==> src/rtl/qn_readout_pkg.sv <==
// Shared definitions for the event-FIFO UART readout path: FSM encoding,
// 8N1 framing constants and a frame builder.
package qn_readout_pkg;

    typedef enum logic [1:0] {
        IDLE       = 2'd0,
        WAIT_VALID = 2'd1,
        SEND_HI    = 2'd2,
        SEND_LO    = 2'd3
    } state_e;

    localparam logic UART_START      = 1'b0;
    localparam logic UART_STOP       = 1'b1;
    localparam int   UART_BITS       = 8;
    localparam int   UART_FRAME_BITS = UART_BITS + 2;
    localparam int   CLK_DIV_115200  = 868;

    // Frame in transmit order from bit 0: start, data LSB..MSB, stop.
    function automatic logic [UART_FRAME_BITS-1:0] uart_frame(input logic [UART_BITS-1:0] data);
        return {UART_STOP, data, UART_START};
    endfunction

endpackage

==> src/rtl/uart_byte_tx.sv <==
// 8N1 byte transmitter: a start pulse loads a 10-bit frame that is shifted out
// LSB first, one bit per CLK_DIV cycles; done marks the last stop-bit cycle.
module uart_byte_tx
    import qn_readout_pkg::*;
#(
    parameter int CLK_DIV = CLK_DIV_115200
) (
    input  logic                 clk100,
    input  logic                 RST_N,
    input  logic                 start_i,
    input  logic [UART_BITS-1:0] byte_i,
    output logic                 txd_o,
    output logic                 done_o
);

    localparam int CNT_W = $clog2(CLK_DIV);
    localparam int BIT_W = $clog2(UART_FRAME_BITS);
    localparam logic [CNT_W-1:0] BAUD_LAST = CNT_W'(CLK_DIV - 1);
    localparam logic [BIT_W-1:0] BIT_LAST  = BIT_W'(UART_FRAME_BITS - 1);

    logic [CNT_W-1:0]           baud_q, baud_d;
    logic [BIT_W-1:0]           bit_q, bit_d;
    logic [UART_FRAME_BITS-1:0] shift_q, shift_d;
    logic                       active_q, active_d;

    // A start in the final stop-bit cycle reloads directly, so frames abut.
    always_comb begin
        baud_d   = baud_q;
        bit_d    = bit_q;
        shift_d  = shift_q;
        active_d = active_q;
        if (start_i) begin
            baud_d   = '0;
            bit_d    = '0;
            shift_d  = uart_frame(byte_i);
            active_d = 1'b1;
        end else if (active_q) begin
            if (baud_q == BAUD_LAST) begin
                baud_d  = '0;
                shift_d = {UART_STOP, shift_q[UART_FRAME_BITS-1:1]};
                if (bit_q == BIT_LAST) begin
                    bit_d    = '0;
                    active_d = 1'b0;
                end else begin
                    bit_d = bit_q + 1'b1;
                end
            end else begin
                baud_d = baud_q + 1'b1;
            end
        end
    end

    // Shifter resets to all ones so the line idles high.
    always_ff @(posedge clk100 or negedge RST_N) begin
        if (!RST_N) begin
            baud_q   <= '0;
            bit_q    <= '0;
            shift_q  <= '1;
            active_q <= 1'b0;
        end else begin
            baud_q   <= baud_d;
            bit_q    <= bit_d;
            shift_q  <= shift_d;
            active_q <= active_d;
        end
    end

    assign txd_o  = shift_q[0];
    assign done_o = active_q && (baud_q == BAUD_LAST) && (bit_q == BIT_LAST);

endmodule

==> src/rtl/fifo_uart_readout.sv <==
// Readout stage: pops 16-bit event words from the FIFO and sends each as two
// 8N1 UART bytes, high byte first; counts sent words and flags read timeouts.
module fifo_uart_readout
    import qn_readout_pkg::*;
#(
    parameter int CLK_DIV  = CLK_DIV_115200,
    parameter int DATA_W   = 16,
    parameter int VALID_TO = 4
) (
    input  logic              clk100,
    input  logic              RST_N,
    input  logic              FIFO_EMPTY,
    input  logic [DATA_W-1:0] FIFO_DOUT,
    input  logic              FIFO_VALID,
    output logic              FIFO_RD_EN,
    output logic              TXD,
    output logic              BUSY,
    output logic [7:0]        WORD_CNT,
    output logic              ERR,
    output state_e            DBG_STATE
);

    localparam int TO_W = (VALID_TO > 1) ? $clog2(VALID_TO) : 1;
    localparam logic [TO_W-1:0] TO_LAST = TO_W'(VALID_TO - 1);

    // FIFO read handshake: FIFO_RD_EN is a one-cycle pop request issued only
    // when FIFO_EMPTY is low; the FIFO answers with FIFO_VALID and FIFO_DOUT
    // one cycle later. One pop at most is outstanding; VALID elsewhere is ignored.

    state_e              state_q, state_d;
    logic                rd_en_q, rd_en_d;
    logic                busy_q, busy_d;
    logic [DATA_W-1:0]   word_q, word_d;
    logic [TO_W-1:0]     to_cnt_q, to_cnt_d;
    logic [7:0]          cnt_q, cnt_d;
    logic                err_q, err_d;
    logic                to_last;
    logic                tx_start;
    logic [UART_BITS-1:0] tx_byte;
    logic                tx_done;
    logic                tx_txd;

    assign to_last = (to_cnt_q == TO_LAST);

    always_ff @(posedge clk100 or negedge RST_N) begin
        if (!RST_N) begin
            state_q <= IDLE;
        end else begin
            state_q <= state_d;
        end
    end

    // IDLE lasts one cycle when a pop is pending: the pop cycle itself.
    always_comb begin
        state_d = state_q;
        case (state_q)
            IDLE:       if (rd_en_q) state_d = WAIT_VALID;
            WAIT_VALID: begin
                if (FIFO_VALID) begin
                    state_d = SEND_HI;
                end else if (to_last) begin
                    state_d = IDLE;
                end
            end
            SEND_HI:    if (tx_done) state_d = SEND_LO;
            SEND_LO:    if (tx_done) state_d = IDLE;
            default:    state_d = IDLE;
        endcase
    end

    // EMPTY is looked at on the edge entering IDLE so the pop lands in the
    // first IDLE cycle, leaving only the pop and wait cycles between words.
    always_comb begin
        rd_en_d  = (state_d == IDLE) && !FIFO_EMPTY;
        busy_d   = (state_d != IDLE);
        word_d   = word_q;
        to_cnt_d = '0;
        cnt_d    = cnt_q;
        err_d    = err_q;
        tx_start = 1'b0;
        tx_byte  = word_q[UART_BITS-1:0];
        case (state_q)
            WAIT_VALID: begin
                tx_byte = FIFO_DOUT[DATA_W-1 -: UART_BITS];
                if (FIFO_VALID) begin
                    word_d   = FIFO_DOUT;
                    tx_start = 1'b1;
                end else if (to_last) begin
                    err_d = 1'b1;
                end else begin
                    to_cnt_d = to_cnt_q + 1'b1;
                end
            end
            SEND_HI: begin
                tx_start = tx_done;
            end
            SEND_LO: begin
                if (tx_done) cnt_d = cnt_q + 8'd1;
            end
            default: begin
            end
        endcase
    end

    always_ff @(posedge clk100 or negedge RST_N) begin
        if (!RST_N) begin
            rd_en_q  <= 1'b0;
            busy_q   <= 1'b0;
            word_q   <= '0;
            to_cnt_q <= '0;
            cnt_q    <= '0;
            err_q    <= 1'b0;
        end else begin
            rd_en_q  <= rd_en_d;
            busy_q   <= busy_d;
            word_q   <= word_d;
            to_cnt_q <= to_cnt_d;
            cnt_q    <= cnt_d;
            err_q    <= err_d;
        end
    end

    uart_byte_tx #(
        .CLK_DIV (CLK_DIV)
    ) u_tx (
        .clk100  (clk100),
        .RST_N   (RST_N),
        .start_i (tx_start),
        .byte_i  (tx_byte),
        .txd_o   (tx_txd),
        .done_o  (tx_done)
    );

    assign FIFO_RD_EN = rd_en_q;
    assign TXD        = tx_txd;
    assign BUSY       = busy_q;
    assign WORD_CNT   = cnt_q;
    assign ERR        = err_q;
    assign DBG_STATE  = state_q;

endmodule

==> config.mk <==
export PLATFORM = sky130hd
export DESIGN_NAME = fifo_uart_readout
export DESIGN_NICKNAME = d
export VERILOG_FILES = /design/src/rtl/qn_readout_pkg.sv /design/src/rtl/uart_byte_tx.sv /design/src/rtl/fifo_uart_readout.sv
export SDC_FILE = /design/constraint.sdc
export NUM_CORES = 1
export LEC_CHECK = 0
export ABC_AREA = 1
export ABC_CLOCK_PERIOD_IN_PS = 2700
export BUFFER_PORTS_ARGS = -buffer_cell sky130_fd_sc_hd__buf_2
export CAP_MARGIN = 40
export CORE_ASPECT_RATIO = 1.1
export CORE_MARGIN = 2
export CORE_UTILIZATION = 40
export DETAILED_ROUTE_END_ITERATION = 12
export SLEW_MARGIN = 20
export SYNTH_ARGS = -nofsm -noshare
export SYNTH_HDL_FRONTEND = slang
export SYNTH_HIERARCHICAL = 1
export SYNTH_SLANG_ARGS = --single-unit
==> constraint.sdc <==
create_clock -name clk100 -period 2.7 [get_ports clk100]
set_input_delay 0.405 -clock clk100 [delete_from_list [all_inputs] [get_ports clk100]]
set_output_delay 0.405 -clock clk100 [all_outputs]
set_load 0.005 [all_outputs]
== Word-level counts from Yosys, hierarchy flattened ==
Index checks and enable logic that the tools add are counted.

* $add $sub $neg: 4
* Equality and inequality tests: 6
* Muxes and demuxes: 26
* Bitwise logic cells: 1
* Reductions and logical operators: 13

{| class="wikitable"
|+ Operators with widths
! cell !! count
|-
| $mux W10 || 6
|-
| $mux W2 || 8
|-
| $mux W4 || 4
|-
| $add A10 B1 Y10 const B || 1
|-
| $eq A10 B10 Y1 const B || 1
|-
| $add A8 B1 Y8 const B || 1
|-
| $mux W8 || 1
|-
| $pmux W2 S4 || 1
|-
| $eq A2 B2 Y1 const B || 3
|-
| $reduce_and A2 Y1 || 3
|-
| $reduce_bool A2 Y1 || 3
|-
| $mux W1 || 5
|-
| $add A4 B1 Y4 const B || 1
|-
| $eq A4 B4 Y1 const B || 1
|-
| $logic_not A2 Y1 || 2
|-
| $logic_and A1 B1 Y1 || 3
|-
| $reduce_and A3 Y1 || 1
|-
| $add A2 B1 Y2 const B || 1
|-
| $eq A2 B1 Y1 const B || 1
|-
| $pmux W1 S2 || 1
|-
| $logic_not A1 Y1 || 1
|-
| $not A1 Y1 || 1
|}

* Register bits after elaboration: 48
* Input bits: 20
* Output and inout bits: 14
* Logic and storage cells: 61

== Logic depth before layout (Yosys ltp) ==
Gate-level depths: netlist of run 1.

* Word-level depth: 7
* Depth in mapped cells: 14
* Gate-level depth less buffers: 14

== Hierarchy ==
Netlist of run 1, hierarchy kept.

{| class="wikitable"
|+ By module, submodules not included
! module !! instances !! cells an instance !! area each (um2)
|-
| uart_byte_tx || 1 || 187 || 1,397.6
|-
| fifo_uart_readout || 1 || 128 || 1,164.9
|}

== Worst setup path before layout of run 1 ==
No wires, ideal clock.

* Path type: register to register
* Start point: register u_tx.baud_q[0]
* End point: register u_tx.baud_q[6]
* Arrival time: 2,251 ps
* Data required time: 2,576 ps
* Slack: 325 ps
* Stages on the path, launching flop included: 14
* Clock period less this slack: 2,375 ps
* Cell sequence: dfrtp_1 -> ha_1 -> nand2_1 -> nor2_4 -> inv_1 -> nor4_1 -> nand2_1 -> a21boi_1 -> nor2_4 -> inv_2 -> buf_4 -> nand4_1 -> nand2_1 -> a21oi_1

* Word-level cells in the longest chain between the ends: 5
* Elaborated cells between the ends (all ways): 9

{| class="wikitable"
|+ RTL lines
! what !! RTL line !! source
|-
| start, declared || uart_byte_tx.sv:21 || <nowiki>logic [CNT_W-1:0] baud_q, baud_d;</nowiki>
|-
| start signal, assigned || uart_byte_tx.sv:61 || <nowiki>baud_q <= baud_d;</nowiki>
|-
| $eq A10 B10 Y1 (*) || uart_byte_tx.sv:69 || <nowiki>assign done_o = active_q && (baud_q == BAUD_LAST) && (bit_q == BIT_LAST);</nowiki>
|-
| $logic_and A1 B1 Y1 (*) (2 in a row) || uart_byte_tx.sv:69 ||
|-
| named net tx_done || fifo_uart_readout.sv:40 || <nowiki>logic tx_done;</nowiki>
|-
| $pmux W1 S2 (*) || fifo_uart_readout.sv:82 || <nowiki>case (state_q)</nowiki>
|-
| named net tx_start || fifo_uart_readout.sv:38 || <nowiki>logic tx_start;</nowiki>
|-
| $mux W10 or $reduce_bool A2 Y1 (tied branches) || - ||
|}

The timed path passes the listed nets; every way through them passes the cells marked *. The select of a mux whose other input is x is not followed.
A chain may end at the register's enable or synchronous reset.

== Worst setup path in the final report of run 1 ==
* Start point: register u_tx.baud_q[0]
* End point: register u_tx.bit_q[1]

* Word-level cells in the longest chain between the ends: 6
* Elaborated cells between the ends (all ways): 8

{| class="wikitable"
|+ RTL lines
! what !! RTL line !! source
|-
| $eq A10 B10 Y1 (*) || uart_byte_tx.sv:69 ||
|-
| $logic_and A1 B1 Y1 (*) (2 in a row) || uart_byte_tx.sv:69 ||
|-
| named net tx_done || fifo_uart_readout.sv:40 ||
|-
| $pmux W1 S2 (*) || fifo_uart_readout.sv:82 ||
|-
| named net tx_start || fifo_uart_readout.sv:38 ||
|-
| $reduce_bool A2 Y1 (no line) || - ||
|-
| $reduce_and A2 Y1 (no line) || - ||
|-
| end signal, assigned || uart_byte_tx.sv:62 || <nowiki>bit_q <= bit_d;</nowiki>
|-
| end, declared || uart_byte_tx.sv:22 || <nowiki>logic [BIT_W-1:0] bit_q, bit_d;</nowiki>
|}

The timed path passes the listed nets; every way through them passes the cells marked *.

==> results of run 1 <==
synth_stat cells (3+ instances only):
| master | instances | share of area (%) |
|---|---|---|
| a21oi_1 | 5 | 0.98 |
| nand2_1 | 125 | 18 |
| nand4_1 | 6 | 1.5 |
| dfrtp_1 | 38 | 37 |
| ha_1 | 9 | 4.4 |
| nand2_2 | 5 | 1.2 |
| inv_1 | 24 | 3.5 |
| nor2_1 | 17 | 2.5 |
| buf_2 | 3 | 0.59 |
| dfstp_2 | 9 | 9.2 |
| inv_2 | 4 | 0.59 |
| xnor2_1 | 5 | 1.7 |
| nor3_1 | 3 | 0.59 |
| mux2_1 | 8 | 3.5 |
| nand3_1 | 27 | 5.3 |
| nor2_2 | 3 | 0.73 |
power groups by stage:
stage / clock (uW) / sequential (uW) / combinational [uW]
floorplan: 0 / 718 / 0.771
CTS: 436 / 704 / 34.6
global route: 470 / 704 / 37.7
detailed placement: 0 / 717 / 33.4
global placement: 0 / 717 / 29.7
finish: 416 / 704 / 32.9
layout make-up:
cell class | instances | area [um^2]
fill | 635 | 3240
inverter | 28 | 108
clock buffer | 6 | 72.6
tap | 80 | 100
multi-input combinational | 233 | 1240
timing repair buffer | 40 | 233
clock inverter | 2 | 12.5
sequential | 47 | 1190
flip-flops by register name, indices dropped and copies added (netlist names):
name	count
WORD_CNT	8
FIFO_RD_EN	1
u_tx/active_q	1
DBG_STATE	2
u_tx/baud_q	10
u_tx/bit_q	4
to_cnt_q	2
BUSY	1
u_tx/shift_q	9
word_q	8
ERR	1
through the flow:
step           worst slack (ns)  cell area (um^2)  std cells  hold WS [ns]  util [%]
3_5_place_dp              0.156              2840        427         0.324      45.8
3_3_place_gp              0.255              2820        426         0.428      45.5
4_1_cts                   0.125              2930        436         0.247      47.3
5_1_grt                  0.0347              2950        436         0.245      47.6
2_1_floorplan             0.325              2560        315         0.109         -
6_report                  0.312              2950        436         0.255      47.6
layer usage:
metal | global-route usage [%] | vias up | wire, um | share of wire, %
met5 | 0 | - | 0 | 0
met3 | 3.51 | 6 | 137 | 2.9
met4 | 4.16 | 0 | 51 | 1.1
li1 | - | 1071 | - | -
met2 | 26.3 | 28 | 2320 | 49
met1 | 20.2 | 929 | 2240 | 47
repair_timing:
| item | CTS | global route |
|---|---|---|
| hold buffers | 1 | 0 |
| setup endpoints to repair | 0 | 17 |
| gates resized for setup | 0 | 3 |
| hold endpoints to repair | 1 | 0 |
path summary, 6_finish.rpt:
path / from / end / slack [ns] / cells after the start
worst max-delay path: u_tx/baud_q[0] / u_tx/bit_q[1] / 0.31 / 12
worst min-delay path: FIFO_EMPTY / FIFO_RD_EN / 0.25 / 2
worst max register to register: u_tx/baud_q[0] / u_tx/bit_q[1] / 0.31 / 12
worst min register to register: to_cnt_q[0] / to_cnt_q[0] / 0.44 / 1
max in group asynchronous: RST_N / u_tx/shift_q[8] / 1.48 / 4
min in group asynchronous: RST_N / u_tx/baud_q[6] / 0.53 / 2
worst register-to-register path, delay by kind of cell, from the launching register on:
kind	cells	cell delay [ns]
AND/OR/NAND/NOR	8	1.14
flip-flops	1	0.40
buffers and inverters	2	0.33
adder cells (fa/ha/maj)	1	0.23
AO/OA/AOI/OAI	1	0.18
logic make-up (layout without fill, tap and decap cells):
logic type               Yosys count  after routing  synth area share [%]
flip-flops                        47             47                  46.3
AND/OR/NAND/NOR                  196            196                  34.5
AO/OA/AOI/OAI                     13             13                  2.88
XOR/XNOR                           7              7                  2.39
buffers and inverters             35             76                  6.01
adder cells (fa/ha/maj)            9              9                  4.39
multiplexers                       8              8                  3.52
==> summary.md, run 1 <==
| Metric | Value |
|---|---|
| Die W | 80.3 um |
| Pwr Total | 1150 uW |
| CP dominant cell by count | nand2_1 |
| Fin. Hold Viols | 0 |
| Crit end category | flip-flop |
| DR WL/cell | 10.9 um |
| Vias in the first global route | 1971 |
| Share of cells above drive strength 1 | 21.3% |
| Worst min path class | input pin to flip-flop |
| Root buf cell | clkbuf_8 |
| Post-synth EDFFs | 0 |
| Via count | 2034 |
| CTS tree | yes |
| Global-route wire length before repair | 8760 um |
| CP required | 2.90 ns |
| PwrDens | 391 nW/um^2 |
| Synth async-reset ratio | 100% |
| Largest net degree at the start of global routing | 33 |
| Mapped Cells | 315 |
| Mapped Area | 2560 um^2 |
| LEAKAGE | 0.00159 uW |
| Initial core utilization | 41.4% |
| Clock Sinks | 47 |
| Syn avg cell area | 8.13 um^2 |
| Post-layout min period | 2.39 ns |
| 1st-pass router iterations | 4 |
| Critical Path AT | 2.59 ns |
| Bufs on Longest Clock Path | 2 |
| Worst skew pair latency | 0.30 ns |
| DRT antenna net count | 0 |
| Combinational power share | 2.9% |
| Most frequent cells in the layout | nand2_1, dfrtp_1, buf_2, nand3_1, inv_1 |
| Remaining Overflow, GRT | 0 |
| Post-CTS setup buffer count | 0 |
| Antenna Cells | 0 |
| Switching fraction of total power | 21.9% |
| Mapped Nets | 344 |
| Max rail drop VDD | 0.000167 V |
| Ports | 34 |
| # rows | 30 |
| Reg power frac | 61.1% |
| Net switching power | 253 uW |
| Area of the die | 7060 um^2 |
| Final Slew Violations | 0 |
| CP Launch Type | flip-flop |
| CTS Buf Count | 5 |
| Clock Skew | 0.00680 ns |
| Slowest cell on the critical path | dfrtp_1 |
| Commonest non-fill, non-tap cell in the layout | nand2_1 |
| Worst slew pin tran | 0.439 ns |
| Critical-path cell list | ha_1, nand2_1, nor2_4, inv_1, nor4_4, nand2_1, a21boi_1, inv_1, nand2_4, nand2_4, nand2_1, nand2_1 |
| Ys flop type | dfrtp_1 |
| Max cap viols | 0 |
| RePlAce Congestion | 0.765 |
| Final WL | 4750 um |
| Initial antenna violation count | 0 |
| Post-DP HPWL | 3530 um |
| Core area | 6190 um^2 |
| Final period util | 88.5% |
| Synth unique cells | 34 |
| Setup CP Type | flip-flop to flip-flop |
| Max-slew headroom | 70.7% |
| Setup TNS | 0 ns |
| PortBufs | 33 |
| H-tree depth | 2 |
| DR iter-0 viols | 89 |
| RSZ-0062 raised after global routing | no |
| Worst path buffer plus inverter count | 2 |
| Max incr delay on CP | 0.40 ns |
| Status | complete, no violations |
| Crit path max-delay family | simple AND/OR/NAND/NOR gates |
| Crit Path Max Fanout | 17 |
| Total global-route track usage | 15.6% |
| Clock Pin Slew Worst Setup and Hold Paths | 0.09 ns |
| Int Power | 900 uW |
| Synth warn | 6 |
| Layout area overhead | 15.1% |
| Sequential share of the synthesized area | 46.3% |
| DIE HEIGHT | 87.9 um |
| Nets | 384 |
| # setup viols final | 0 |
| Via-per-instance ratio | 4.67 |
| Max Clk Rate | 0.419 GHz |
| Synth Register Bits | 47 |
| Residual DRC count | 0 |
| Clk network pwr share | 36.1% |
Note: power is estimated with default switching activity, not from simulation.
==> run 2: changes to the inputs <==
Settings changed: CORE_MARGIN 2 to not set.
==> summary.md, run 2 (same netlist as run 1, synthesis figures left out) <==
| Metric | Value |
|---|---|
| Status | complete, no violations (unchanged) |
| Max rail drop VDD | 0.000208 V (was 0.000167 V) |
| Biggest regs | u_tx/baud_q (10), u_tx/shift_q (9) (unchanged) |
| CTS tree | yes (unchanged) |
| Max-slew headroom | 71.4% (was 70.7%) |
| Crit end category | flip-flop (unchanged) |
| Worst slew pin tran | 0.428 ns (was 0.439 ns) |
| Reg power frac | 55.5% (was 61.1%) |
| Initial core utilization | 41.4% (unchanged) |
| Critical Path AT | 2.60 ns (was 2.59 ns) |
| Worst min path class | input pin to async pin (was input pin to flip-flop) |
| Final WL | 4800 um (was 4750 um) |
| Largest register by flop count | u_tx/baud_q (unchanged) |
| Area of the die | 6730 um^2 (was 7060 um^2) |
| Int Power | 1010 uW (was 900 uW) |
| Core area | 6190 um^2 (unchanged) |
| PwrDens | 428 nW/um^2 (was 391 nW/um^2) |
| Hold_buf cts | 0 (was 1) |
| Max FFs per register | 10 (unchanged) |
| H-tree depth | 2 (unchanged) |
| CTS Buf Count | 5 (unchanged) |
| Setup CP Type | flip-flop to flip-flop (unchanged) |
| Max cap viols | 0 (unchanged) |
| Clock Skew | 0.00564 ns (was 0.00680 ns) |
| Clock Pin Slew Worst Setup and Hold Paths | 0.09 ns (about the same) |
| # setup viols final | 0 (unchanged) |
| # rows | 30 (unchanged) |
| Share of cells above drive strength 1 | 22.5% (was 21.3%) |
| Die W | 78.3 um (was 80.3 um) |
| Clk network pwr share | 42.3% (was 36.1%) |
| Final Util | 47.8% (was 47.6%) |
| Residual DRC count | 0 (unchanged) |
| Worst skew pair latency | 0.30 ns (about the same) |
| Net switching power | 254 uW (was 253 uW) |
| DR WL/cell | 11.0 um (was 10.9 um) |
| RePlAce Congestion | 0.774 (was 0.765) |
| 1st-pass router iterations | 4 (unchanged) |
| RSZ-0062 raised after global routing | no (unchanged) |
| Vias in the first global route | 1982 (was 1971) |
| Post-DP HPWL | 3420 um (was 3530 um) |
| Pwr Total | 1270 uW (was 1150 uW) |
| DIE HEIGHT | 85.9 um (was 87.9 um) |
| Worst r2r path cells | 12 (unchanged) |
| CP required | 2.90 ns (about the same) |
| Most frequent cells in the layout | nand2_1, dfrtp_1, buf_2, nand3_1, inv_1 (unchanged) |
| Antenna Cells | 0 (unchanged) |
| Setup TNS | 0 ns (unchanged) |
| Via-per-instance ratio | 4.70 (was 4.67) |
| Layout area overhead | 15.6% (was 15.1%) |
| CP Launch Type | flip-flop (unchanged) |
| Switching fraction of total power | 20.0% (was 21.9%) |
| Total global-route track usage | 16.4% (was 15.6%) |
| Largest net degree at the start of global routing | 33 (unchanged) |
| Initial antenna violation count | 0 (unchanged) |
| LEAKAGE | 0.00159 uW (about the same) |
| Commonest non-fill, non-tap cell in the layout | nand2_1 (unchanged) |
| Register Area | 1190 um^2 (about the same) |
| Bufs on Longest Clock Path | 2 (unchanged) |
| Remaining Overflow, GRT | 0 (unchanged) |
| Final period util | 89.0% (was 88.5%) |
| PortBufs | 33 (unchanged) |
| DRT antenna net count | 0 (unchanged) |
| Layout fillers | 645 (was 635) |
| Combinational power share | 2.2% (was 2.9%) |
| DR iter-0 viols | 75 (was 89) |
| Final Slew Violations | 0 (unchanged) |
| Max Clk Rate | 0.416 GHz (was 0.419 GHz) |
| Worst reg2reg endpoint | u_tx/bit_q[3] (was u_tx/bit_q[1]) |
| Fin. Hold Viols | 0 (unchanged) |
| Via count | 2048 (was 2034) |
| Multi-input logic area | 1230 um^2 (was 1240 um^2) |
| Post-layout min period | 2.40 ns (was 2.39 ns) |
| Root buf cell | clkbuf_8 (unchanged) |
| Worst reg-to-reg setup slack | 0.30 ns (was 0.31 ns) |
| Reg-to-Reg Start | u_tx/baud_q[0] (unchanged) |
| Ports | 34 (unchanged) |
| Global-route wire length before repair | 8760 um (about the same) |
| Crit Path Max Fanout | 17 (unchanged) |
| Nets | 384 (unchanged) |
| Clock Sinks | 47 (unchanged) |
[run 2: worst max path at each step]
| stage | start | to | slack (ns) |
|---|---|---|---|
| after floorplan | u_tx/baud_q[0] | u_tx/baud_q[6] | 0.33 |
| after global placement | u_tx/baud_q[0] | u_tx/bit_q[0] | 0.25 |
| after detailed placement | u_tx/baud_q[0] | u_tx/shift_q[5] | 0.17 |
| after CTS | u_tx/bit_q[1] | u_tx/shift_q[6] | 0.13 |
| after global routing | u_tx/baud_q[0] | u_tx/bit_q[0] | 0.01 |
| final | u_tx/baud_q[0] | u_tx/bit_q[3] | 0.30 |
[run 2: stage by stage]
| step | setup slack (ns) | area [um^2] | std cells | hold WS, ns |
|---|---|---|---|---|
| CTS | 0.133 | 2930 | 434 | 0.0153 |
| floorplan | 0.325 | 2560 | 315 | 0.109 |
| detailed placement | 0.169 | 2820 | 426 | 0.348 |
| global placement | 0.254 | 2820 | 426 | 0.346 |
| global route | 0.0124 | 2960 | 436 | 0.0191 |
| finish | 0.297 | 2960 | 436 | 0.00146 |
[run 2: timing repair]
item                                   in CTS  in global routing
buffers inserted                            0                  2
endpoints found under the hold margin       0                  0
setup endpoints to repair                   0                 17
gates resized for setup                     0                  4
[run 2: power by group through the flow]
| stage | Sequential, uW | Combinational [uW] | Clock (uW) |
|---|---|---|---|
| after CTS | 704 | 29.9 | 558 |
| after detailed placement | 717 | 29.9 | 0 |
| after global routing | 704 | 33.0 | 583 |
| after floorplan | 718 | 0.771 | 0 |
| after global placement | 717 | 29.8 | 0 |
| final | 704 | 28.1 | 536 |
[run 2: routing by layer]
metal / GRT usage, % / vias to the layer above / share of wire [%]
met5: 0 / - / 0
met4: 6.06 / 0 / 1.4
met3: 3.72 / 7 / 2.7
met2: 26.8 / 31 / 46
met1: 21.1 / 939 / 50
li1: - / 1071 / -
[run 2: critical path: stages, from the launching register on]
cell and delay [ns]:
dfrtp_1 0.39, ha_1 0.22, nand2_1 0.10, nor2_4 0.12, inv_1 0.08, nor4_2 0.30, nand2_1 0.09, a21boi_1 0.19
inv_1 0.24, nand2_4 0.26, nand2_4 0.16, nand2_1 0.09, nand2_1 0.04
[run 2: area by class of cell]
| class | count | share of cell area, % |
|---|---|---|
| Multi-Input combinational cell | 233 | 41.5 |
| Sequential cell | 47 | 40.1 |
| Timing Repair Buffer | 40 | 7.35 |
| Inverter | 28 | 3.63 |
| Tap cell | 80 | 3.38 |
| Clock buffer | 6 | 2.79 |
| Clock inverter | 2 | 1.18 |
